[config.mk]
export PLATFORM = sky130hd
export DESIGN_NAME = detector_jogada
export DESIGN_NICKNAME = d
export VERILOG_FILES = /design/src/rtl/detector_jogada.sv
export SDC_FILE = /design/constraint.sdc
export NUM_CORES = 1
export LEC_CHECK = 0
export ABC_AREA = 1
export BUFFER_PORTS_ARGS = -buffer_cell sky130_fd_sc_hd__buf_2
export CELL_PAD_IN_SITES_DETAIL_PLACEMENT = 0
export CELL_PAD_IN_SITES_GLOBAL_PLACEMENT = 1
export CORE_UTILIZATION = 39
export CTS_CLUSTER_SIZE = 28
export DETAILED_ROUTE_END_ITERATION = 10
export PLACE_DENSITY = 0.84
export SKIP_CTS_REPAIR_TIMING = 1
export SYNTH_ARGS = -nofsm -noshare
export SYNTH_HDL_FRONTEND = slang
export SYNTH_SLANG_ARGS = --single-unit
[constraint.sdc]
create_clock -name clock -period 2 [get_ports clock]
set_input_delay 0.4 -clock clock [delete_from_list [all_inputs] [get_ports clock]]
set_output_delay 0.4 -clock clock [all_outputs]
set_load 0.02 [all_outputs]
[src/rtl/detector_jogada.sv]
// detector_jogada: input stage of the memory game.
// Debounces the raw 4-bit switch bank, registers each stable one-hot press
// on `jogada` with a one-cycle `jogada_feita` pulse, and requires a debounced
// full release before another press can be accepted.
//
// Ports:
//   clock            system clock, rising edge
//   reset            synchronous active-low reset
//   habilita         1 = presses are accepted
//   chaves[3:0]      raw switches (may bounce)
//   jogada[3:0]      last accepted one-hot play (registered)
//   jogada_feita     one-cycle pulse, new value on jogada
//   jogada_invalida  one-cycle pulse on a stable non-one-hot press
//   db_tem_jogada    OR of raw chaves
//   db_estado[3:0]   current state code, zero-extended
//
// Optional feature macro: JOGADA_INVALIDA_EN (adds the INVALIDA state).
//
// state    | meaning
// ---------+-----------------------------------------------------------
// ESPERA   | idle, waiting for a press with habilita=1
// FILTRA   | same nonzero pattern must repeat DEBOUNCE_CYCLES samples
// REGISTRA | one cycle, jogada updated, jogada_feita high
// SOLTA    | waiting for DEBOUNCE_CYCLES consecutive zero samples
// INVALIDA | one cycle, jogada_invalida high (JOGADA_INVALIDA_EN only)

module detector_jogada #(
   parameter int DEBOUNCE_CYCLES = 3,
   parameter int CNT_W           = 8
) (
   input  logic       clock,
   input  logic       reset,
   input  logic       habilita,
   input  logic [3:0] chaves,
   output logic [3:0] jogada,
   output logic       jogada_feita,
   output logic       jogada_invalida,
   output logic       db_tem_jogada,
   output logic [3:0] db_estado
);

   typedef enum logic [2:0] {
      ESPERA   = 3'd0,
      FILTRA   = 3'd1,
      REGISTRA = 3'd2,
      SOLTA    = 3'd3,
      INVALIDA = 3'd4
   } estado_t;

   localparam logic [CNT_W-1:0] DC_W  = CNT_W'(DEBOUNCE_CYCLES);
   localparam logic [CNT_W-1:0] ONE_W = CNT_W'(1);

   estado_t          state_q, state_d;
   logic [3:0]       cand_q, cand_d;
   logic [CNT_W-1:0] cnt_q, cnt_d;
   logic [3:0]       jogada_q, jogada_d;

   logic             tem_chave;
   logic             cand_onehot;
   logic             chaves_onehot;
   logic [CNT_W-1:0] cnt_inc;
   logic             cnt_done;

   function automatic logic is_onehot(input logic [3:0] v);
      return (v != 4'b0000) && ((v & (v - 4'd1)) == 4'b0000);
   endfunction

   assign tem_chave     = |chaves;
   assign cand_onehot   = is_onehot(cand_q);
   assign chaves_onehot = is_onehot(chaves);
   // saturating increment; the terminal compare uses the incremented value so
   // the transition happens on the DEBOUNCE_CYCLES-th matching sample
   assign cnt_inc       = (cnt_q == {CNT_W{1'b1}}) ? cnt_q : cnt_q + ONE_W;
   assign cnt_done      = (cnt_inc >= DC_W);

   // state register
   always_ff @(posedge clock) begin
      if (!reset) begin
         state_q  <= ESPERA;
         cand_q   <= 4'b0000;
         cnt_q    <= '0;
         jogada_q <= 4'b0000;
      end else begin
         state_q  <= state_d;
         cand_q   <= cand_d;
         cnt_q    <= cnt_d;
         jogada_q <= jogada_d;
      end
   end

   // next-state logic
   always_comb begin
      state_d  = state_q;
      cand_d   = cand_q;
      cnt_d    = cnt_q;
      jogada_d = jogada_q;
      unique case (state_q)
         ESPERA: begin
            if (tem_chave && !habilita) begin
               state_d = SOLTA;
               cnt_d   = '0;
            end else if (tem_chave) begin
               cand_d = chaves;
               cnt_d  = ONE_W;
               if (DEBOUNCE_CYCLES == 1) begin
                  // first sample already satisfies the filter
                  if (chaves_onehot) begin
                     jogada_d = chaves;
                     state_d  = REGISTRA;
                  end else begin
`ifdef JOGADA_INVALIDA_EN
                     state_d = INVALIDA;
`else
                     state_d = SOLTA;
                     cnt_d   = '0;
`endif
                  end
               end else begin
                  state_d = FILTRA;
               end
            end
         end
         FILTRA: begin
            if (!habilita) begin
               state_d = tem_chave ? SOLTA : ESPERA;
               cnt_d   = '0;
            end else if (!tem_chave) begin
               state_d = ESPERA;
               cnt_d   = '0;
            end else if (chaves != cand_q) begin
               cand_d = chaves;
               cnt_d  = ONE_W;
            end else begin
               cnt_d = cnt_inc;
               if (cnt_done) begin
                  if (cand_onehot) begin
                     jogada_d = cand_q;
                     state_d  = REGISTRA;
                  end else begin
`ifdef JOGADA_INVALIDA_EN
                     state_d = INVALIDA;
`else
                     state_d = SOLTA;
                     cnt_d   = '0;
`endif
                  end
               end
            end
         end
         REGISTRA: begin
            state_d = SOLTA;
            cnt_d   = '0;
         end
         INVALIDA: begin
            state_d = SOLTA;
            cnt_d   = '0;
         end
         SOLTA: begin
            if (tem_chave) begin
               cnt_d = '0;
            end else begin
               cnt_d = cnt_inc;
               if (cnt_done) begin
                  state_d = ESPERA;
                  cnt_d   = '0;
               end
            end
         end
         default: begin
            state_d = ESPERA;
            cnt_d   = '0;
         end
      endcase
   end

   // Moore outputs
   always_comb begin
      jogada        = jogada_q;
      jogada_feita  = (state_q == REGISTRA);
`ifdef JOGADA_INVALIDA_EN
      jogada_invalida = (state_q == INVALIDA);
`else
      jogada_invalida = 1'b0;
`endif
      db_tem_jogada = tem_chave;
      db_estado     = {1'b0, state_q};
   end

endmodule
==> tab_implementation.tex, run 1 <==
\begin{tabular}{lr}
\hline
Metric & Value \\
\hline
\multicolumn{2}{l}{\textbf{Floorplanning}} \\
Number of placed I/O pins & 18 \\
Die width & 58.8 um \\
Floorplan Core Area & 3050 um\^{}2 \\
Die H & 58.8 um \\
Placement Rows & 20 \\
DIE AREA & 3460 um\^{}2 \\
Effective utilization at floorplan & 41.2\% \\
\multicolumn{2}{l}{\textbf{Detailed routing}} \\
Number of iterations in the first detailed-routing pass & 4 \\
Total length of routed wires & 2800 um \\
Vias after detailed routing & 1,254 \\
Post-DRT Antenna Nets & 0 \\
Post-detailed-route wirelength per cell & 10.6 um \\
Remaining DRCs & 0 \\
Detail-routed via count per cell & 4.73 \\
Number of violations reported at the end of detailed-routing iteration 0 & 52 \\
\multicolumn{2}{l}{\textbf{GRT}} \\
Antenna violations before repair & 0 \\
GRT Total Usage & 17.4\% \\
Wire length of the first global-routing pass & 4650 um \\
Pin count of the biggest net entering global routing & 12 \\
Via count of the first global-routing pass & 1,111 \\
GRT overflow & 0 \\
\multicolumn{2}{l}{\textbf{Logic synthesis}} \\
Portion of the post-synthesis area used by sequential elements & 28.6\% \\
Post-synthesis instance total & 200 \\
Netlist cell types & 25 \\
Leading area contributor after synthesis & sky130\_fd\_sc\_hd\_\_dfxtp\_1 \\
Proportion of netlist area held by the largest area contributor & 28.6\% \\
Top cells by area in the synthesized netlist & sky130\_fd\_sc\_hd\_\_dfxtp\_1 (29\%), sky130\_fd\_sc\_hd\_\_nand2\_1 (13\%), sky130\_fd\_sc\_hd\_\_nor2\_1 (10\%) \\
Synthesized area per cell & 6.29 um\^{}2 \\
Number of warning messages in the yosys log & 0 \\
Post-synthesis instance area & 1260 um\^{}2 \\
Number of synthesized register bits & 18 \\
\multicolumn{2}{l}{\textbf{Worst hold path}} \\
Startpoint of the lowest-slack hold path & chaves[0] \\
Worst min-delay path endpoint & cand\_q[0]\$\_SDFFE\_PN0P\_ \\
Worst hold path class & primary input to flop \\
Number of stages on the worst hold path & 3 \\
\multicolumn{2}{l}{\textbf{Clock tree}} \\
H-tree depth & 1 \\
Clock tree from TritonCTS & yes \\
Clk Tree Root Cell & sky130\_fd\_sc\_hd\_\_clkbuf\_4 \\
Bufs on Longest Clock Path & 2 \\
Number of CTS-inserted buffers & 3 \\
Sink Count & 18 \\
Worst-path clk slew & 110 ps \\
Clock latency of the later-clocked register in the worst-skew pair & 290 ps \\
\multicolumn{2}{l}{\textbf{Placement}} \\
HPWL after DPL & 2170 um \\
Final RePlAce weighted congestion & 0.821 \\
Cell area after placement & 1380 um\^{}2 \\
Port buffer count & 14 \\
\multicolumn{2}{l}{\textbf{Setup path}} \\
Worst path arrival time & 2100 ps \\
Reg-to-reg critical path endpoint & cnt\_q[1]\$\_SDFFE\_PN0N\_ \\
Critical path launch point type & flop \\
Crit path from & cnt\_q[0]\$\_SDFFE\_PN0N\_ \\
Crit path kind & flop to flop \\
Worst-case reg-to-reg path depth & 11 \\
Reg-to-Reg Start & cnt\_q[0]\$\_SDFFE\_PN0N\_ \\
Setup slack of the most critical reg-to-reg path & 130 ps \\
Required time at the worst-slack endpoint & 2230 ps \\
Crit. End Element & flop \\
Peak fanout along the critical path & 8 \\
\multicolumn{2}{l}{\textbf{STA}} \\
Final Skew & 4.48 ps \\
Slew of the pin with the lowest slew margin & 705 ps \\
Fmax & 535 MHz \\
Final period util & 93.5\% \\
Total Neg Setup Slack & 0 ps \\
Final worst path period need & 1870 ps \\
Worst slew margin & 52.5\% \\
Final Hold Vio Count & 0 \\
RSZ-0062 raised after global routing & no \\
Count of endpoints failing setup in the final report & 0 \\
Max-slew violation count & 0 \\
\multicolumn{2}{l}{\textbf{Pwr}} \\
Switching portion of total power & 41.9\% \\
Static leakage power & 0.690 nW \\
Internal power contribution & 0.699 mW \\
Proportion of power drawn by flip-flops and latches & 39.5\% \\
Relative contribution of the clock network to total power & 19.0\% \\
Design Power & 1.20 mW \\
Largest vdd supply drop & 0.432 mV \\
P per Cell Area & 818 nW/um\^{}2 \\
Net switching power & 0.503 mW \\
Part of the power in combinational logic & 41.5\% \\
\multicolumn{2}{l}{\textbf{Outcome}} \\
Run status & finished, final reports clean \\
\multicolumn{2}{l}{\textbf{Cells and area}} \\
Final nets & 230 \\
Area growth from synthesis to final layout & 16.8\% \\
Post-Route Utilization & 48.2\% \\
Final design instance area without fill & 1470 um\^{}2 \\
Share of layout cells above drive strength 1 & 21.3\% \\
Final antenna diode count & 0 \\
\multicolumn{2}{l}{\textbf{Flow run}} \\
Max\_cap viols & 0 \\
\hline
\end{tabular}
## through the flow
stage / cells / hold slack (ps) / setup WS (ps)
floorplan: 202 / 479 / 268
global placement: 258 / 462 / 124
detailed placement: 258 / 471 / 64.4
CTS: 262 / 364 / 45.7
global route: 265 / 370 / 12.7
finish: 265 / 363 / 129
## power groups by stage
stage | registers, mW | logic (mW) | clock network, mW
finish | 0.475 | 0.499 | 0.228
detailed placement | 0.482 | 0.488 | 0
global route | 0.483 | 0.558 | 0.248
floorplan | 0.487 | 0.367 | 0
CTS | 0.473 | 0.490 | 0.235
global placement | 0.483 | 0.490 | 0
## cells by family after synthesis
family,Yosys count,share of synthesized area (%)
simple gates,118,43.4
compound gates,29,13.6
buf+inv,28,9.54
flops,18,28.6
xor+xnor,5,3.48
fa+ha+maj,1,0.994
other cells,1,0.298
## layout by cell type, fill, tap and decap left out
cell	n
sky130_fd_sc_hd__nand2_1	44
sky130_fd_sc_hd__nor2_1	35
sky130_fd_sc_hd__inv_1	20
sky130_fd_sc_hd__nand3_1	19
sky130_fd_sc_hd__dfxtp_1	17
sky130_fd_sc_hd__buf_2	14
sky130_fd_sc_hd__o21ai_0	13
sky130_fd_sc_hd__a21oi_1	12
sky130_fd_sc_hd__buf_4	6
sky130_fd_sc_hd__nand2_4	5
sky130_fd_sc_hd__xor2_1	3
sky130_fd_sc_hd__inv_2	3
sky130_fd_sc_hd__nor2_2	3
sky130_fd_sc_hd__nor2_4	3
sky130_fd_sc_hd__nand2_2	3
sky130_fd_sc_hd__nand4_1	3
sky130_fd_sc_hd__conb_1	3
sky130_fd_sc_hd__clkbuf_4	3
sky130_fd_sc_hd__xnor2_1	2
sky130_fd_sc_hd__a21oi_4	2
sky130_fd_sc_hd__nor3_2	1
sky130_fd_sc_hd__or2_2	1
sky130_fd_sc_hd__o21bai_1	1
sky130_fd_sc_hd__a31oi_1	1
sky130_fd_sc_hd__nand3b_1	1
sky130_fd_sc_hd__ha_4	1
sky130_fd_sc_hd__clkbuf_8	1
sky130_fd_sc_hd__dfxtp_4	1
## worst max-delay path, stage by stage, from the launching register on
cell                      delay (ps)
sky130_fd_sc_hd__dfxtp_1         420
sky130_fd_sc_hd__ha_4            180
sky130_fd_sc_hd__nand2_2          80
sky130_fd_sc_hd__nor2_4          180
sky130_fd_sc_hd__nand2_4         110
sky130_fd_sc_hd__nand2_2          80
sky130_fd_sc_hd__nand2_2          70
sky130_fd_sc_hd__a21oi_4         210
sky130_fd_sc_hd__nand2_4         100
sky130_fd_sc_hd__a21oi_4         150
sky130_fd_sc_hd__nand3_1          90
sky130_fd_sc_hd__a21oi_1         130
## synthesized netlist by cell type
cell type                   n
sky130_fd_sc_hd__or2_2      1
sky130_fd_sc_hd__nand3b_1   1
sky130_fd_sc_hd__o21bai_1   1
sky130_fd_sc_hd__nor2_4     2
sky130_fd_sc_hd__inv_1     20
sky130_fd_sc_hd__nand2_4    3
sky130_fd_sc_hd__nor3_2     1
sky130_fd_sc_hd__clkbuf_1   1
sky130_fd_sc_hd__nor2_2     4
sky130_fd_sc_hd__buf_4      4
sky130_fd_sc_hd__nand2_2    5
sky130_fd_sc_hd__nor2_1    35
sky130_fd_sc_hd__conb_1     1
sky130_fd_sc_hd__ha_1       1
sky130_fd_sc_hd__xnor2_1    2
sky130_fd_sc_hd__o21ai_0   13
sky130_fd_sc_hd__nand3_1   19
sky130_fd_sc_hd__dfxtp_1   18
sky130_fd_sc_hd__xor2_1     3
sky130_fd_sc_hd__nand2_1   44
sky130_fd_sc_hd__a21oi_1   12
sky130_fd_sc_hd__nand4_1    3
sky130_fd_sc_hd__a21oi_4    2
sky130_fd_sc_hd__inv_2      3
sky130_fd_sc_hd__a31oi_1    1
## metal layers
metal	share of wire [%]	global-route usage, %	wire, um
met3	1.4	1.98	38
met2	48	29.7	1340
met5	0	0	0
met1	50	22.5	1390
met4	1.0	6.12	28
## worst max path at each step
stage | end | slack [ps] | depth (start not counted)
after floorplan | jogada[1]$_SDFFE_PN0P_ | 270 | 12
after global placement | jogada[0]$_SDFFE_PN0P_ | 120 | 12
after detailed placement | jogada[1]$_SDFFE_PN0P_ | 60 | 12
after CTS | jogada[1]$_SDFFE_PN0P_ | 50 | 12
after global routing | cnt_q[4]$_SDFFE_PN0N_ | 10 | 10
final | cnt_q[1]$_SDFFE_PN0N_ | 130 | 11
## area by class of cell
class                   instances  area, um^2
inverters                      23        86.3
flip-flops and latches         18         364
fillers                       348        1580
multi-input cells             156         813
clock buffers                   4        36.3
repair buffers                 20         115
well taps                      44        55.1
## sequential cells by signal, summed over array words and instances (netlist names)
name and flops:
cnt_q 8, state_q 2, cand_q 4, jogada 4
No activity file was read; power rests on OpenSTA's default activity.
==> run 2: changes to the inputs <==
--- a/config.mk
+++ b/config.mk
@@ -7,11 +7,11 @@
 export LEC_CHECK = 0
 export ABC_AREA = 1
-export BUFFER_PORTS_ARGS = -buffer_cell sky130_fd_sc_hd__buf_2
 export CELL_PAD_IN_SITES_DETAIL_PLACEMENT = 0
 export CELL_PAD_IN_SITES_GLOBAL_PLACEMENT = 1
-export CORE_UTILIZATION = 39
+export CORE_UTILIZATION = 41
 export CTS_CLUSTER_SIZE = 28
 export DETAILED_ROUTE_END_ITERATION = 10
-export PLACE_DENSITY = 0.84
+export DONT_BUFFER_PORTS = 1
+export PLACE_DENSITY = 0.8
 export SKIP_CTS_REPAIR_TIMING = 1
 export SYNTH_ARGS = -nofsm -noshare
==> constraint.sdc (replaced) <==
create_clock -name clock -period 2 [get_ports clock]
set_input_delay 0.4 -clock clock [delete_from_list [all_inputs] [get_ports clock]]
set_output_delay 0.4 -clock clock [all_outputs]
set_load 0.1 [all_outputs]
==> tab_implementation.tex, run 2 (synthesis results as in run 1) <==
\begin{tabular}{lr}
\hline
Metric & Value \\
\hline
\multicolumn{2}{l}{\textbf{Cells and area}} \\
Commonest cells after routing, fill and taps aside & sky130\_fd\_sc\_hd\_\_nand2\_1 (43), sky130\_fd\_sc\_hd\_\_nor2\_1 (34), sky130\_fd\_sc\_hd\_\_inv\_1 (20), sky130\_fd\_sc\_hd\_\_nand3\_1 (19), sky130\_fd\_sc\_hd\_\_dfxtp\_1 (14) (was sky130\_fd\_sc\_hd\_\_nand2\_1 (44), sky130\_fd\_sc\_hd\_\_nor2\_1 (35), sky130\_fd\_sc\_hd\_\_inv\_1 (20), sky130\_fd\_sc\_hd\_\_nand3\_1 (19), sky130\_fd\_sc\_hd\_\_dfxtp\_1 (17)) \\
Final antenna diode count & 0 (unchanged) \\
Most common cell after layout, fill and taps aside & sky130\_fd\_sc\_hd\_\_nand2\_1 (unchanged) \\
Area growth from synthesis to final layout & 13.4\% (was 16.8\%) \\
Final nets & 221 (was 230) \\
Share of layout cells above drive strength 1 & 20.3\% (was 21.3\%) \\
Post-Route Utilization & 50.5\% (was 48.2\%) \\
Register ranked first by flip-flop count & cnt\_q (unchanged) \\
Max FFs per register & 8 (unchanged) \\
\# fillers & 305 (was 348) \\
\multicolumn{2}{l}{\textbf{Detailed routing}} \\
Number of iterations in the first detailed-routing pass & 4 (unchanged) \\
Vias after detailed routing & 1,235 (was 1,254) \\
Remaining DRCs & 0 (unchanged) \\
Post-detailed-route wirelength per cell & 11.5 um (was 10.6 um) \\
Number of violations reported at the end of detailed-routing iteration 0 & 60 (was 52) \\
Post-DRT Antenna Nets & 0 (unchanged) \\
Total length of routed wires & 2800 um (about the same) \\
Detail-routed via count per cell & 5.08 (was 4.73) \\
\multicolumn{2}{l}{\textbf{STA}} \\
Final period util & 91.1\% (was 93.5\%) \\
Slew of the pin with the lowest slew margin & 692 ps (was 705 ps) \\
Final worst path period need & 1820 ps (was 1870 ps) \\
Final Skew & 2.58 ps (was 4.48 ps) \\
Final Hold Vio Count & 0 (unchanged) \\
Max-slew violation count & 0 (unchanged) \\
Worst slew margin & 53.4\% (was 52.5\%) \\
Count of endpoints failing setup in the final report & 0 (unchanged) \\
Fmax & 549 MHz (was 535 MHz) \\
\multicolumn{2}{l}{\textbf{Setup path}} \\
Critical path launch point type & flop (unchanged) \\
Crit path kind & flop to flop (unchanged) \\
Required time at the worst-slack endpoint & 2220 ps (was 2230 ps) \\
Crit. End Element & flop (unchanged) \\
Worst path arrival time & 2050 ps (was 2100 ps) \\
Peak fanout along the critical path & 10 (was 8) \\
\multicolumn{2}{l}{\textbf{Pwr}} \\
Largest vdd supply drop & 0.914 mV (was 0.432 mV) \\
P per Cell Area & 963 nW/um\^{}2 (was 818 nW/um\^{}2) \\
Design Power & 1.37 mW (was 1.20 mW) \\
Static leakage power & 0.657 nW (was 0.690 nW) \\
\multicolumn{2}{l}{\textbf{Clock tree}} \\
H-tree depth & 1 (unchanged) \\
Sink Count & 18 (unchanged) \\
Bufs on Longest Clock Path & 2 (unchanged) \\
Clock latency of the later-clocked register in the worst-skew pair & 280 ps (was 290 ps) \\
Clock tree from TritonCTS & yes (unchanged) \\
Clk Tree Root Cell & sky130\_fd\_sc\_hd\_\_clkbuf\_4 (unchanged) \\
Number of CTS-inserted buffers & 3 (unchanged) \\
Worst-path clk slew & 100 ps (was 110 ps) \\
\multicolumn{2}{l}{\textbf{Placement}} \\
Final RePlAce weighted congestion & 0.844 (was 0.821) \\
Port buffer count & 0 (was 14) \\
HPWL after DPL & 2210 um (was 2170 um) \\
\multicolumn{2}{l}{\textbf{Outcome}} \\
Run status & finished, final reports clean (unchanged) \\
\multicolumn{2}{l}{\textbf{Flow run}} \\
Max\_cap viols & 0 (unchanged) \\
\multicolumn{2}{l}{\textbf{GRT}} \\
Antenna violations before repair & 0 (unchanged) \\
Via count of the first global-routing pass & 1,131 (was 1,111) \\
Wire length of the first global-routing pass & 4910 um (was 4650 um) \\
Pin count of the biggest net entering global routing & 12 (unchanged) \\
GRT overflow & 0 (unchanged) \\
GRT Total Usage & 18.6\% (was 17.4\%) \\
\multicolumn{2}{l}{\textbf{Floorplanning}} \\
Die H & 57.4 um (was 58.8 um) \\
Floorplan Core Area & 2830 um\^{}2 (was 3050 um\^{}2) \\
DIE AREA & 3300 um\^{}2 (was 3460 um\^{}2) \\
Placement Rows & 19 (was 20) \\
Number of placed I/O pins & 18 (unchanged) \\
Effective utilization at floorplan & 44.5\% (was 41.2\%) \\
Die width & 57.4 um (was 58.8 um) \\
\multicolumn{2}{l}{\textbf{Worst hold path}} \\
Worst hold path class & primary input to flop (unchanged) \\
\hline
\end{tabular}
## run 2: cell count changes in the layout (fill, tap and decap cells not counted), moves of 3 or more
cell,delta
sky130_fd_sc_hd__buf_2,-14
sky130_fd_sc_hd__buf_4,+5
sky130_fd_sc_hd__dfxtp_1,-3
sky130_fd_sc_hd__dfxtp_2,+4
## run 2: area by class of cell
class	count	area, um^2	area share (%)
multi-input cells	156	818	57.3
flip-flops and latches	18	365	25.6
inverters	23	86.3	6.05
repair buffers	11	82.6	5.78
well taps	31	38.8	2.72
clock buffers	4	36.3	2.54
## run 2: critical path, stage by stage, from the launching register on
cell and delay, ps:
sky130_fd_sc_hd__dfxtp_1 380, sky130_fd_sc_hd__ha_4 160, sky130_fd_sc_hd__nand2_2 90, sky130_fd_sc_hd__nor2_4 170
sky130_fd_sc_hd__nand2_4 110, sky130_fd_sc_hd__nand2_2 90, sky130_fd_sc_hd__nand2_2 70, sky130_fd_sc_hd__a21oi_4 210
sky130_fd_sc_hd__nand2_4 100, sky130_fd_sc_hd__a21oi_4 160, sky130_fd_sc_hd__nand3_1 90, sky130_fd_sc_hd__a21oi_1 120
## run 2: worst paths after layout
check,from,end,slack [ps],cells after the start
worst max register to register,cnt_q[1]$_SDFFE_PN0N_,cnt_q[7]$_SDFFE_PN0N_,180,11
worst min-delay path,reset,state_q[1]$_SDFFE_PN0P_,230,2
worst min register to register,cnt_q[7]$_SDFFE_PN0N_,cnt_q[7]$_SDFFE_PN0N_,530,2
worst max-delay path,cnt_q[1]$_SDFFE_PN0N_,cnt_q[7]$_SDFFE_PN0N_,180,11
## run 2: metrics by stage
step | std cells | hold slack [ps] | setup slack, ps | cell area [um^2] | setup TNS [ps]
3_3_place_gp | 238 | 517 | 229 | 1360 | 0
4_1_cts | 242 | 217 | 142 | 1400 | 0
3_5_place_dp | 238 | 515 | 163 | 1360 | 0
6_report | 243 | 231 | 179 | 1430 | 0
5_1_grt | 243 | 222 | -2.89 | 1430 | -2.89
2_1_floorplan | 202 | 479 | 163 | 1280 | 0
## run 2: routing by layer
metal  GRT usage, %  vias to the layer above  share of wire, %  routed length [um]
met5              0                        -                 0                   0
met4           4.18                        0              0.61                  17
met3           2.27                        2               3.8                 105
met2           32.4                       26                50                1400
met1           24.5                      552                46                1280
li1               -                      655                 -                   -
## run 2: power breakdown
part	internal, mW	total [mW]	switching, mW
sequential	0.409	0.482	0.0736
combinational	0.190	0.671	0.481
clock	0.111	0.221	0.110
